`src/rtl/display_pkg.sv`:
```
// Shared types and helpers for the colour-memory display sequencer.
package display_pkg;

    localparam int COL_W_DEF = 2;

    typedef enum logic [1:0] {
        IDLE = 2'd0,
        SHOW = 2'd1,
        GAP  = 2'd2
    } state_e;

    localparam logic [1:0] COL_RED    = 2'd0;
    localparam logic [1:0] COL_GREEN  = 2'd1;
    localparam logic [1:0] COL_BLUE   = 2'd2;
    localparam logic [1:0] COL_YELLOW = 2'd3;

    // Last index to play: a round counter past the sequence end shows the whole sequence.
    function automatic int unsigned clamp_len(input int unsigned rc, input int unsigned max_len);
        return (rc >= max_len) ? max_len - 1 : rc;
    endfunction

endpackage

```
`src/rtl/dwell_counter.sv`:
```
// Loadable down-counter used for both the colour on-time and the inter-colour gap.
module dwell_counter #(
    parameter int CNT_W = 8
) (
    input  logic             clk,
    input  logic             rst,
    input  logic             load,
    input  logic [CNT_W-1:0] load_val,
    input  logic             dec_en,
    output logic [CNT_W-1:0] value,
    output logic             is_last
);

    logic [CNT_W-1:0] value_q;

    always_ff @(posedge clk or posedge rst) begin
        if (rst) begin
            value_q <= '0;
        end else if (load) begin
            value_q <= load_val;
        end else if (dec_en && (value_q != '0)) begin
            value_q <= value_q - CNT_W'(1);
        end
    end

    assign value   = value_q;
    assign is_last = (value_q == CNT_W'(1));

endmodule

```
`src/rtl/display_sequencer.sv`:
```
// Plays back the first N+1 colours of a snapshotted sequence with a
// ready-gated on-time per colour and an optional blank gap between colours.
module display_sequencer
    import display_pkg::*;
#(
    parameter int COL_W   = COL_W_DEF,
    parameter int MAX_LEN = 16,
    parameter int LEN_W   = 4,
    parameter int CNT_W   = 8
) (
    input  logic                     clk,
    input  logic                     rst_display,
    input  logic                     start_display,
    input  logic                     abort_display,
    input  logic [COL_W*MAX_LEN-1:0] seq_in_display,
    input  logic [LEN_W-1:0]         round_ctr,
    input  logic [CNT_W-1:0]         on_cycles,
    input  logic [CNT_W-1:0]         off_cycles,
    input  logic                     colour_ready,
    output logic [COL_W-1:0]         colour_bus,
    output logic                     colour_oe,
    output logic                     busy,
    output logic                     complete_display,
    output logic [1:0]               state_dbg
);

    state_e                   state_q;
    logic [COL_W*MAX_LEN-1:0] seq_q;
    logic [LEN_W-1:0]         len_q, pos_q, next_pos;
    logic [CNT_W-1:0]         on_q, off_q, on_eff, dwell_load_val;
    logic [COL_W-1:0]         colour_q, next_colour;
    logic                     oe_q, busy_q, complete_q;

    logic dwell_load, dwell_dec, dwell_last;
    logic gap_load, gap_dec, gap_last;
    logic show_end;
    logic [CNT_W-1:0] unused_dwell_val, unused_gap_val;

    assign on_eff         = (on_cycles == '0) ? CNT_W'(1) : on_cycles;
    assign next_pos       = pos_q + LEN_W'(1);
    assign next_colour    = COL_W'(seq_q >> (COL_W * int'(next_pos)));
    assign dwell_load_val = (state_q == IDLE) ? on_eff : on_q;

    // Counter control; abort suppresses every reload so the counters simply go stale.
    always_comb begin
        dwell_load = 1'b0;
        dwell_dec  = 1'b0;
        gap_load   = 1'b0;
        gap_dec    = 1'b0;
        show_end   = 1'b0;
        case (state_q)
            IDLE: dwell_load = start_display && !abort_display;
            SHOW: begin
                dwell_dec = colour_ready;
                show_end  = !abort_display && colour_ready && dwell_last;
                if (show_end && (pos_q != len_q)) begin
                    if (off_q == '0) dwell_load = 1'b1;
                    else             gap_load   = 1'b1;
                end
            end
            GAP: begin
                gap_dec    = 1'b1;
                dwell_load = !abort_display && gap_last;
            end
            default: ;
        endcase
    end

    dwell_counter #(.CNT_W(CNT_W)) u_dwell (
        .clk      (clk),
        .rst      (rst_display),
        .load     (dwell_load),
        .load_val (dwell_load_val),
        .dec_en   (dwell_dec),
        .value    (unused_dwell_val),
        .is_last  (dwell_last)
    );

    dwell_counter #(.CNT_W(CNT_W)) u_gap (
        .clk      (clk),
        .rst      (rst_display),
        .load     (gap_load),
        .load_val (off_q),
        .dec_en   (gap_dec),
        .value    (unused_gap_val),
        .is_last  (gap_last)
    );

    always_ff @(posedge clk or posedge rst_display) begin
        if (rst_display) begin
            state_q    <= IDLE;
            seq_q      <= '0;
            len_q      <= '0;
            pos_q      <= '0;
            on_q       <= '0;
            off_q      <= '0;
            colour_q   <= '0;
            oe_q       <= 1'b0;
            busy_q     <= 1'b0;
            complete_q <= 1'b0;
        end else begin
            complete_q <= 1'b0;
            case (state_q)
                IDLE: begin
                    if (start_display && !abort_display) begin
                        seq_q    <= seq_in_display;
                        len_q    <= LEN_W'(clamp_len(32'(round_ctr), MAX_LEN));
                        on_q     <= on_eff;
                        off_q    <= off_cycles;
                        pos_q    <= '0;
                        colour_q <= seq_in_display[COL_W-1:0];
                        oe_q     <= 1'b1;
                        busy_q   <= 1'b1;
                        state_q  <= SHOW;
                    end
                end
                SHOW: begin
                    if (abort_display) begin
                        colour_q <= '0;
                        oe_q     <= 1'b0;
                        busy_q   <= 1'b0;
                        state_q  <= IDLE;
                    end else if (show_end) begin
                        if (pos_q == len_q) begin
                            colour_q   <= '0;
                            oe_q       <= 1'b0;
                            busy_q     <= 1'b0;
                            complete_q <= 1'b1;
                            state_q    <= IDLE;
                        end else if (off_q == '0) begin
                            pos_q    <= next_pos;
                            colour_q <= next_colour;
                        end else begin
                            colour_q <= '0;
                            oe_q     <= 1'b0;
                            state_q  <= GAP;
                        end
                    end
                end
                GAP: begin
                    if (abort_display) begin
                        busy_q  <= 1'b0;
                        state_q <= IDLE;
                    end else if (gap_last) begin
                        pos_q    <= next_pos;
                        colour_q <= next_colour;
                        oe_q     <= 1'b1;
                        state_q  <= SHOW;
                    end
                end
                default: begin
                    colour_q <= '0;
                    oe_q     <= 1'b0;
                    busy_q   <= 1'b0;
                    state_q  <= IDLE;
                end
            endcase
        end
    end

    assign colour_bus       = colour_q;
    assign colour_oe        = oe_q;
    assign busy             = busy_q;
    assign complete_display = complete_q;
    assign state_dbg        = state_q;

endmodule

```
`config.mk`:
```
export PLATFORM = sky130hd
export DESIGN_NAME = display_sequencer
export DESIGN_NICKNAME = d
export VERILOG_FILES = /design/src/rtl/display_pkg.sv /design/src/rtl/dwell_counter.sv /design/src/rtl/display_sequencer.sv
export SDC_FILE = /design/constraint.sdc
export NUM_CORES = 1
export LEC_CHECK = 0
export ABC_AREA = 1
export BUFFER_PORTS_ARGS = -buffer_cell sky130_fd_sc_hd__buf_4
export CAP_MARGIN = 20
export CORE_ASPECT_RATIO = 1.75
export CORE_MARGIN = 8
export CORE_UTILIZATION = 43
export CTS_BUF_LIST = sky130_fd_sc_hd__clkbuf_8
export DETAILED_ROUTE_END_ITERATION = 8
export PLACE_DENSITY = 0.72
export SLEW_MARGIN = 20
export SYNTH_ARGS = -nofsm -noshare
export SYNTH_HDL_FRONTEND = slang
export SYNTH_SLANG_ARGS = --single-unit
```
`constraint.sdc`:
```
create_clock -name clk -period 2.8 [get_ports clk]
set_input_delay 0.56 -clock clk [delete_from_list [all_inputs] [get_ports clk]]
set_output_delay 0.56 -clock clk [all_outputs]
set_load 0.01 [all_outputs]
```
* Yosys cells after proc, flatten, opt, wreduce, memory -nomap -nowiden *
Index checks and enable logic that the tools add are counted.

word-level totals
  output and inout port bits = 7
  register bits = 79
  word-level logic and storage cells = 112
  input bits = 57

operators by class
  reduce and logical (&&, ||, !) cells = 22
  shift operators = 1
  $add $sub $neg = 3
  multiplexer cells = 56
  eq/ne operators = 18

operators with widths
  cell                                                 number
  2-to-1 mux 8 bit                                     6
  right shift 32 x 5 -> 2 bit                          1
  2-to-1 mux 2 bit                                     14
  2-to-1 mux 4 bit                                     7
  2-to-1 mux 1 bit                                     23
  equality test 8 x 1 -> 1 bit, second input constant  2
  logical NOT 8 bit                                    2
  nonzero test 8 bit                                   2
  subtractor 8 x 1 -> 8 bit, second input constant     2
  != test 2 bit, second input constant                 7
  one-hot mux 2 bit (3 select lines)                   2
  one-hot mux 4 bit (3 select lines)                   1
  AND reduction 4 bit                                  3
  != test 3 bit, second input constant                 3
  one-hot mux 1 bit (3 select lines)                   3
  AND reduction 8 bit                                  1
  logical AND 1 bit                                    7
  AND reduction 5 bit                                  1
  adder 4 x 1 -> 4 bit, second input constant          1
  equality test 4 bit                                  1
  != test 4 bit                                        1
  != test 4 bit, second input constant                 1
  nonzero test 2 bit                                   2
  nonzero test 3 bit                                   1
  6 further kinds                                      6

* Longest topological paths before layout *
Gate-level depths: netlist (run 1).

  depth in word-level cells = 7
  depth in mapped cells = 12
  depth with buffers taken out = 12

* Modules after synthesis *
From an unflattened synthesis (run 1), not the netlist that was laid out.

unflattened totals
  cell total of the unflattened synthesis = 593
  area, all modules = 4,546.9 µm²

modules (own cells, without submodules)
  module                    instances  cells an instance  area each (µm²)  seq. area each (µm²)
  display_sequencer         1          411                3,265.6          1,576.5
  dwell_counter at u_dwell  1          91                 646.9            200.2
  dwell_counter at u_gap    1          91                 634.4            200.2

* Worst setup path after synthesis (run 1) *
OpenSTA, ideal clock, no wires.

  path kind = reg2reg
  start = register state_q[0], in the netlist state_dbg[0]
  end = register u_dwell.value_q[3], in the netlist u_dwell.value[3]
  stages on the path, launching flop included = 12
  data required time = 2.676 ns
  setup time = 0.124 ns
  period minus slack after synthesis = 1.771 ns
  arrival time = 1.647 ns
  path buffers = 2
  slack = 1.029 ns
  cells stage by stage = dfrtp_1 inv_1 ha_1 buf_4 inv_2 nor3_1 a21oi_1 nand2_4 nand2_4 buf_6 nand3_1 nand3_1

between the ends
  word-level cells in the longest chain between the ends = 4
  elaborated cells on any way between the ends = 9
  classes of those cells = eq/ne: 2; mux: 4; reduce/logical: 3

RTL lines
  item                                 RTL line                  text
  from (decl)                          display_sequencer.sv:27   state_e state_q;
  from (signal assigned)               display_sequencer.sv:91   state_q <= IDLE;
  from (signal assigned)               display_sequencer.sv:114  state_q <= SHOW;
  from (signal assigned)               display_sequencer.sv:122  state_q <= IDLE;
  equality test 2 x 1 -> 1 bit         display_sequencer.sv:51   case (state_q)
  2-to-1 mux 1 bit                     display_sequencer.sv:51
  logical AND 1 bit                    dwell_counter.sv:21       end else if (dec_en && (value_q != '0)) begin
  nonzero test 2 bit (no source line)  n/a
  to (signal assigned)                 dwell_counter.sv:20       value_q <= load_val;
  to (signal assigned)                 dwell_counter.sv:22       value_q <= value_q - CNT_W'(1);
  to (decl)                            dwell_counter.sv:14       logic [CNT_W-1:0] value_q;

Parallel ways exist; a longest one is shown, timed or not.
A chain may end at the register's enable or synchronous reset.

* Final worst setup path (run 1) *
  start = register state_q[0], in the netlist state_dbg[0]
  end = register seq_q[26]

between the ends
  word-level cells in the longest chain between the ends = 2

RTL lines
  item                                  RTL line                  text
  logical NOT 2 bit                     display_sequencer.sv:103  case (state_q)
  AND reduction 2 bit (no source line)  n/a
  to (signal assigned)                  display_sequencer.sv:106  seq_q <= seq_in_display;
  to (decl)                             display_sequencer.sv:28   logic [COL_W*MAX_LEN-1:0] seq_q;

Every way passes these cells.

==> results of run 1 <==
layout make-up:
cell class              count  area share (%)
flip-flops and latches     79            38.8
multi-input cells         420            38.9
repair buffers             66            9.96
inverters                  74            5.45
well taps                 125            3.07
clock inverters             6            1.18
clock buffers              10            2.70
worst max-delay path: cells and delay by family (launching register included):
kind          cells  cell delay, ps
fa+ha+maj         1             360
buf+inv           3             800
flops             1             420
simple gates      3             480
stage by stage:
stage	util, %	setup slack (ps)	power [mW]
6_report	51.8	619	5.31
3_3_place_gp	49.8	679	4.36
5_1_grt	51.8	332	5.83
4_1_cts	51.8	581	5.35
3_5_place_dp	49.8	606	4.46
2_1_floorplan	-	217	3.81
logic make-up after synthesis:
group                    count (synthesis)  share of synthesized area (%)
AO/OA/AOI/OAI                           77                           9.66
XOR/XNOR                                 6                           1.21
adder cells (fa/ha/maj)                 10                           2.88
buffers and inverters                   93                           8.85
flip-flops                              79                           45.6
AND/OR/NAND/NOR                        327                           31.8
cell usage in the layout (no fill, tap or decap), types with 6 or more instances in the layout:
master and instances:
clkbuf_8 10, buf_4 65, o211ai_1 8, nand2_1 217
a21oi_1 6, inv_1 70, nand3_1 51, ha_1 10
o21ai_0 59, nor2_1 35, dfrtp_1 79, nand4_1 7
registers in the layout, indices dropped and copies added, names as in the netlist:
register	flops
pos_q	4
colour_bus	2
complete_display	1
u_gap.value	8
colour_oe	1
busy	1
on_q	8
u_dwell.value	8
state_dbg	2
seq_q	32
len_q	4
off_q	8
power by group:
group	switching, mW	internal [mW]
registers	0.328	1.68
clock network	0.430	0.431
logic	1.56	0.885
total	2.31	2.99
per-layer routing:
metal  vias to the layer above  part of all wire (%)  track usage (%)
met5                         -                     0                0
met4                         0                   1.9             7.54
met3                        14                   3.5             2.67
met2                        92                    57             30.9
met1                      1811                    38             17.1
li1                       1983                     -                -
final timing paths:
kind	slack (ps)	to	startpoint	cells past startpoint
max in group asynchronous	1830	seq_q[23]	rst_display	3
setup / recovery	620	seq_q[26]	state_dbg[0]	7
setup reg to reg	620	seq_q[26]	state_dbg[0]	7
hold / removal	270	seq_q[17]	rst_display	2
min in group clk	390	seq_q[11]	seq_in_display[11]	3
hold reg to reg	490	colour_bus[0]	colour_bus[0]	2
==> results.py, run 1 <==
metrics = {
    "detailed_routing": {
        "ant_nets": 0,
        "firstDrtPassIters": 5,
        "routed_wl_um": 10700,
        "drc": 0,
        "via_count": 3900,
        "viasPerCell": 5.00,
        "first_iter_violations": 234,
        "routedWlPerCell_um": 13.7,
    },
    "synthesis": {
        "avgSynthCellArea_um2": 7.33,
        "yosys_most_used_dff": "dfrtp_1",
        "synth.yosys.seq_area_share_pct": 45.6,
        "synth_top_area_share_pct": 45.6,
        "synth.area.top_cells": "dfrtp_1 (46%), nand2_1 (19%), o21ai_0 (6.8%), inv_1 (6.1%), nand3_1 (5.9%)",
        "synth.most_common_cell": "nand2_1",
        "syn_area_mm2": 0.00434,
        "synth_edf_count": 0,
        "ys_warn_count": 0,
        "ys_types": 29,
        "synth_fp_nets": 659,
        "yosys.area.top_type": "dfrtp_1",
        "synthArstFlopShare_pct": 100,
        "synthCells": 592,
        "synth_seq_cells": 79,
        "synth_common_cells": "nand2_1 (217), dfrtp_1 (79), inv_1 (71), o21ai_0 (59), nand3_1 (51)",
    },
    "final_layout": {
        "diodes": 0,
        "regArea_mm2": 0.00198,
        "syn_to_final_growth_pct": 17.5,
        "fin_cells": 780,
        "fill_cells": 998,
        "fin_area_mm2": 0.00510,
        "drive_gt1_share_pct": 15.4,
        "fin_nets": 717,
        "multi_input_area_mm2": 0.00198,
    },
    "place": {
        "dp_hpwl_um": 8210,
        "gp_congestion": 0.888,
        "place_inst": 764,
        "place_area_mm2": 0.00490,
        "place.port_buffers": 63,
    },
    "timing": {
        "hold_viol": 0,
        "setup_violations": 0,
        "tightestPinTransition_ps": 865,
        "period_minus_slack_ps": 2180,
        "slew_headroom_pct": 42.2,
        "drv_slew": 0,
        "fin_worst_skew_ps": 9.51,
        "setup_tns_ps": 0,
        "holdWs_ps": 268,
        "rsz0062_at_grt": "no",
        "fmax_mhz": 459,
        "period_share_pct": 77.9,
    },
    "clock_network": {
        "cts.path.max_buffers": 2,
        "cts_resized": 0,
        "clkTransAtPathRegs_ps": 80,
        "cts_tree": "done",
        "cts_buffers": 9,
        "clock_latency_ps": 370,
        "ctsHoldBuffers": 0,
        "root_buffer": "clkbuf_8",
        "cts.htree.levels": 3,
        "clock_sinks": 79,
        "postCtsSetupRepairBufs": 0,
    },
    "floorplanning": {
        "die_area_mm2": 0.0137,
        "chipHeight_um": 149,
        "core_mm2": 0.00985,
        "rows": 48,
        "die_w_um": 91.9,
        "initial_utilization_pct": 44.0,
        "ios": 64,
    },
    "critical_path": {
        "cp-start-kind": "flip-flop",
        "critical_path_arrival_ps": 2480,
        "path_max_fanout": 73,
        "cp_slowest_stage_delay_ps": 500,
        "crit_slowest_cell": "buf_4",
        "crit_chain": "inv_1, ha_1, inv_2, nor3_2, buf_4, nand2_1, nand2_1",
        "worst-setup-path-type": "reg -> reg",
        "worstSetupEndpointType": "flip-flop",
        "critPathRequiredTime_ps": 3100,
        "path_common_cell": "nand2_1",
    },
    "power": {
        "power_density_mw_per_mm2": 1040,
        "vdd_drop_max_uv": 481,
        "leakagePower_nw": 2.63,
    },
    "global_route": {
        "gr-total-overflow": 0,
        "grt_max_degree": 74,
        "antenna_found_initial": 0,
        "grt_pass1_wl_um": 18100,
        "track_usage_pct": 16.4,
        "grt_pass1_vias": 3991,
    },
    "flow_run": {
        "maxCapViolations": 0,
    },
    "worst_hold_path": {
        "hp-class": "in -> async",
    },
    "status": {
        "outcome": "finished clean",
    },
}
(Power assumes the default switching activity.)
==> run 2: changes to the inputs <==
Settings changed: ABC_AREA 1 to 0, PLACE_DENSITY 0.72 to 0.75.
Clock period 2.8 ns to 1.77 ns, I/O delays scaled along.
==> results.py, run 2 <==
metrics = {
    "critical_path": {
        "critical_path_arrival_ps": 2510,
        "reg2regPathDepth": 5,
        "cp-start-kind": "flip-flop",
        "worst-setup-path-type": "reg -> reg",
        "critPathRequiredTime_ps": 2030,
        "worstSetupEndpointType": "flip-flop",
        "reg2reg_to": "pos_q[3]",
        "path_max_fanout": 3,
        "r2r_setup_slack_ps": -480,
        "r2r_start": "u_gap.value[5]",
    },
    "synthesis": {
        "yosys_most_used_dff": "dfrtp_1",
        "synthArstFlopShare_pct": 100,
        "synth_fp_nets": 396,
        "ys_warn_count": 0,
        "synth.area.top_cells": "dfrtp_1 (49%), mux2_2 (15%), mux2i_1 (6.2%), mux4_2 (4.5%), ha_1 (3.1%)",
        "avgSynthCellArea_um2": 12.3,
        "synth_common_cells": "dfrtp_1 (79), mux2_2 (54), mux2i_1 (25), nand2_1 (15), nor2_1 (15)",
        "synth.most_common_cell": "dfrtp_1",
        "synth_edf_count": 0,
        "synthCells": 329,
        "synth_seq_cells": 79,
        "yosys.area.top_type": "dfrtp_1",
        "syn_area_mm2": 0.00403,
        "ys_types": 45,
        "synth.yosys.seq_area_share_pct": 49.0,
        "synth_top_area_share_pct": 49.0,
    },
    "floorplanning": {
        "chipHeight_um": 144,
        "ios": 64,
        "die_w_um": 89.2,
        "rows": 47,
        "die_area_mm2": 0.0129,
        "initial_utilization_pct": 43.4,
        "core_mm2": 0.00929,
    },
    "detailed_routing": {
        "firstDrtPassIters": 4,
        "routed_wl_um": 11700,
        "first_iter_violations": 188,
        "drc": 0,
        "routedWlPerCell_um": 19.2,
        "ant_nets": 0,
        "via_count": 3252,
        "viasPerCell": 5.35,
    },
    "global_route": {
        "grt_pass1_wl_um": 16200,
        "grt_max_degree": 39,
        "gr-total-overflow": 0,
        "antenna_found_initial": 0,
        "track_usage_pct": 16.7,
        "grt_pass1_vias": 3575,
    },
    "timing": {
        "setup_violations": 70,
        "rsz0062_at_grt": "yes",
        "drv_slew": 0,
        "hold_viol": 0,
        "slew_headroom_pct": 74.1,
        "holdWs_ps": 207,
        "period_minus_slack_ps": 2250,
        "fmax_mhz": 444,
        "tightestPinTransition_ps": 386,
        "period_share_pct": 127,
        "fin_worst_skew_ps": 12.3,
        "setup_ws_ps": -481,
    },
    "final_layout": {
        "layout_commonest_cell": "buf_4",
        "regArea_mm2": 0.00198,
        "largest_register_ffs": 32,
        "final_cell_mix": "buf_4 (132), dfrtp_1 (78), mux2_4 (46)",
        "diodes": 0,
        "multi_input_area_mm2": 0.00241,
        "fill_cells": 674,
        "fin_nets": 548,
        "syn_to_final_growth_pct": 52.3,
        "drive_gt1_share_pct": 56.6,
        "top_register": "seq_q",
        "final_util_pct": 66.1,
    },
    "place": {
        "dp_worst_setup_slack_ps": -506,
        "dp_hpwl_um": 7620,
        "place.port_buffers": 63,
        "gp_congestion": 0.865,
    },
    "clock_network": {
        "cts_buffers": 9,
        "cts.path.max_buffers": 2,
        "clock_latency_ps": 370,
        "cts_tree": "done",
        "cts.htree.levels": 3,
        "root_buffer": "clkbuf_8",
        "clkTransAtPathRegs_ps": 90,
        "clock_sinks": 79,
    },
    "worst_hold_path": {
        "hp-class": "in -> reg",
        "holdPathStages": 2,
        "holdPathEnd": "seq_q[20]",
        "min_from": "seq_in_display[20]",
    },
    "power": {
        "leakagePower_nw": 2.92,
        "vdd_drop_max_uv": 1180,
        "p_total_mw": 10.0,
        "power_density_mw_per_mm2": 1640,
    },
    "status": {
        "violations": "negative setup slack",
        "outcome": "finished with violations",
    },
    "flow_run": {
        "maxCapViolations": 0,
    },
}
-- run 2: changes by cell type after synthesis, sizes merged, moves of 8 or more --
cell	delta
mux2i	+25
mux4	+8
buf	-10
nor2	-23
o21ai	-54
inv	-63
nand2	-205
mux2	+55
nand3	-49
-- run 2: worst max path at each step --
stage,cells past startpoint,endpoint,start
finish,5,pos_q[3],u_gap.value[5]
global route,6,pos_q[1],u_gap.value[5]
CTS,6,colour_bus[1],u_gap.value[5]
detailed placement,5,pos_q[3],u_gap.value[5]
global placement,5,pos_q[3],u_gap.value[5]
floorplan,6,pos_q[3],u_gap.value[3]
-- run 2: stage by stage --
step                std cells  TNS [ps]  cell area [µm²]
finish                    608    -11840             6140
global route              608    -16120             6140
CTS                       598     -8420             5740
detailed placement        572    -12390             5260
global placement          572    -10770             5260
floorplan                 329     -5550             4130
-- run 2: critical path: stages (launching register included) --
cell	delay (ps)
dfrtp_1	390
or4_4	550
or3_4	360
a2111oi_4	330
and2_4	210
mux2_4	300
-- run 2: cells by family (layout without fill, tap and decap cells) --
group / count (synthesis) / count (layout) / synth area share, %
xor+xnor: 16 / 16 / 3.47
simple gates: 77 / 77 / 10.2
fa+ha+maj: 10 / 10 / 3.10
mux: 88 / 88 / 26.0
flops: 79 / 79 / 49.0
compound gates: 34 / 34 / 5.83
buf+inv: 25 / 182 / 2.36
-- run 2: repair_timing --
action | CTS | global route
buffers inserted | 11 | 7
gates cloned | 1 | 6
hold buffers | 1 | 0
resized for setup | 50 | 63
endpoints found under the hold margin | 11 | 0
endpoints found under the setup margin | 70 | 77
pin swaps | 11 | 6
-- run 2: final cells by class --
| cell class | count | area share, % |
|---|---|---|
| well taps | 122 | 2.49 |
| flip-flops and latches | 79 | 32.2 |
| inverters | 11 | 0.733 |
| clock inverters | 6 | 0.611 |
| repair buffers | 155 | 22.5 |
| multi-input cells | 225 | 39.2 |
| clock buffers | 10 | 2.24 |
-- run 2: per-layer routing --
layer	GRT usage, %	up-vias	routed length [µm]	share of wire [%]
met5	0	-	0	0
met4	8.20	0	319	2.7
met1	16.0	1660	4300	37
li1	-	1495	-	-
met2	31.9	74	6630	57
met3	3.53	23	409	3.5
-- run 2: power breakdown --
part | internal (mW) | leakage (nW) | switching, mW | total, mW
sequential | 2.69 | 0.931 | 0.637 | 3.33
clock | 0.539 | 0.0895 | 0.688 | 1.23
combinational | 3.28 | 1.90 | 2.22 | 5.49
total | 6.50 | 2.92 | 3.54 | 10.0
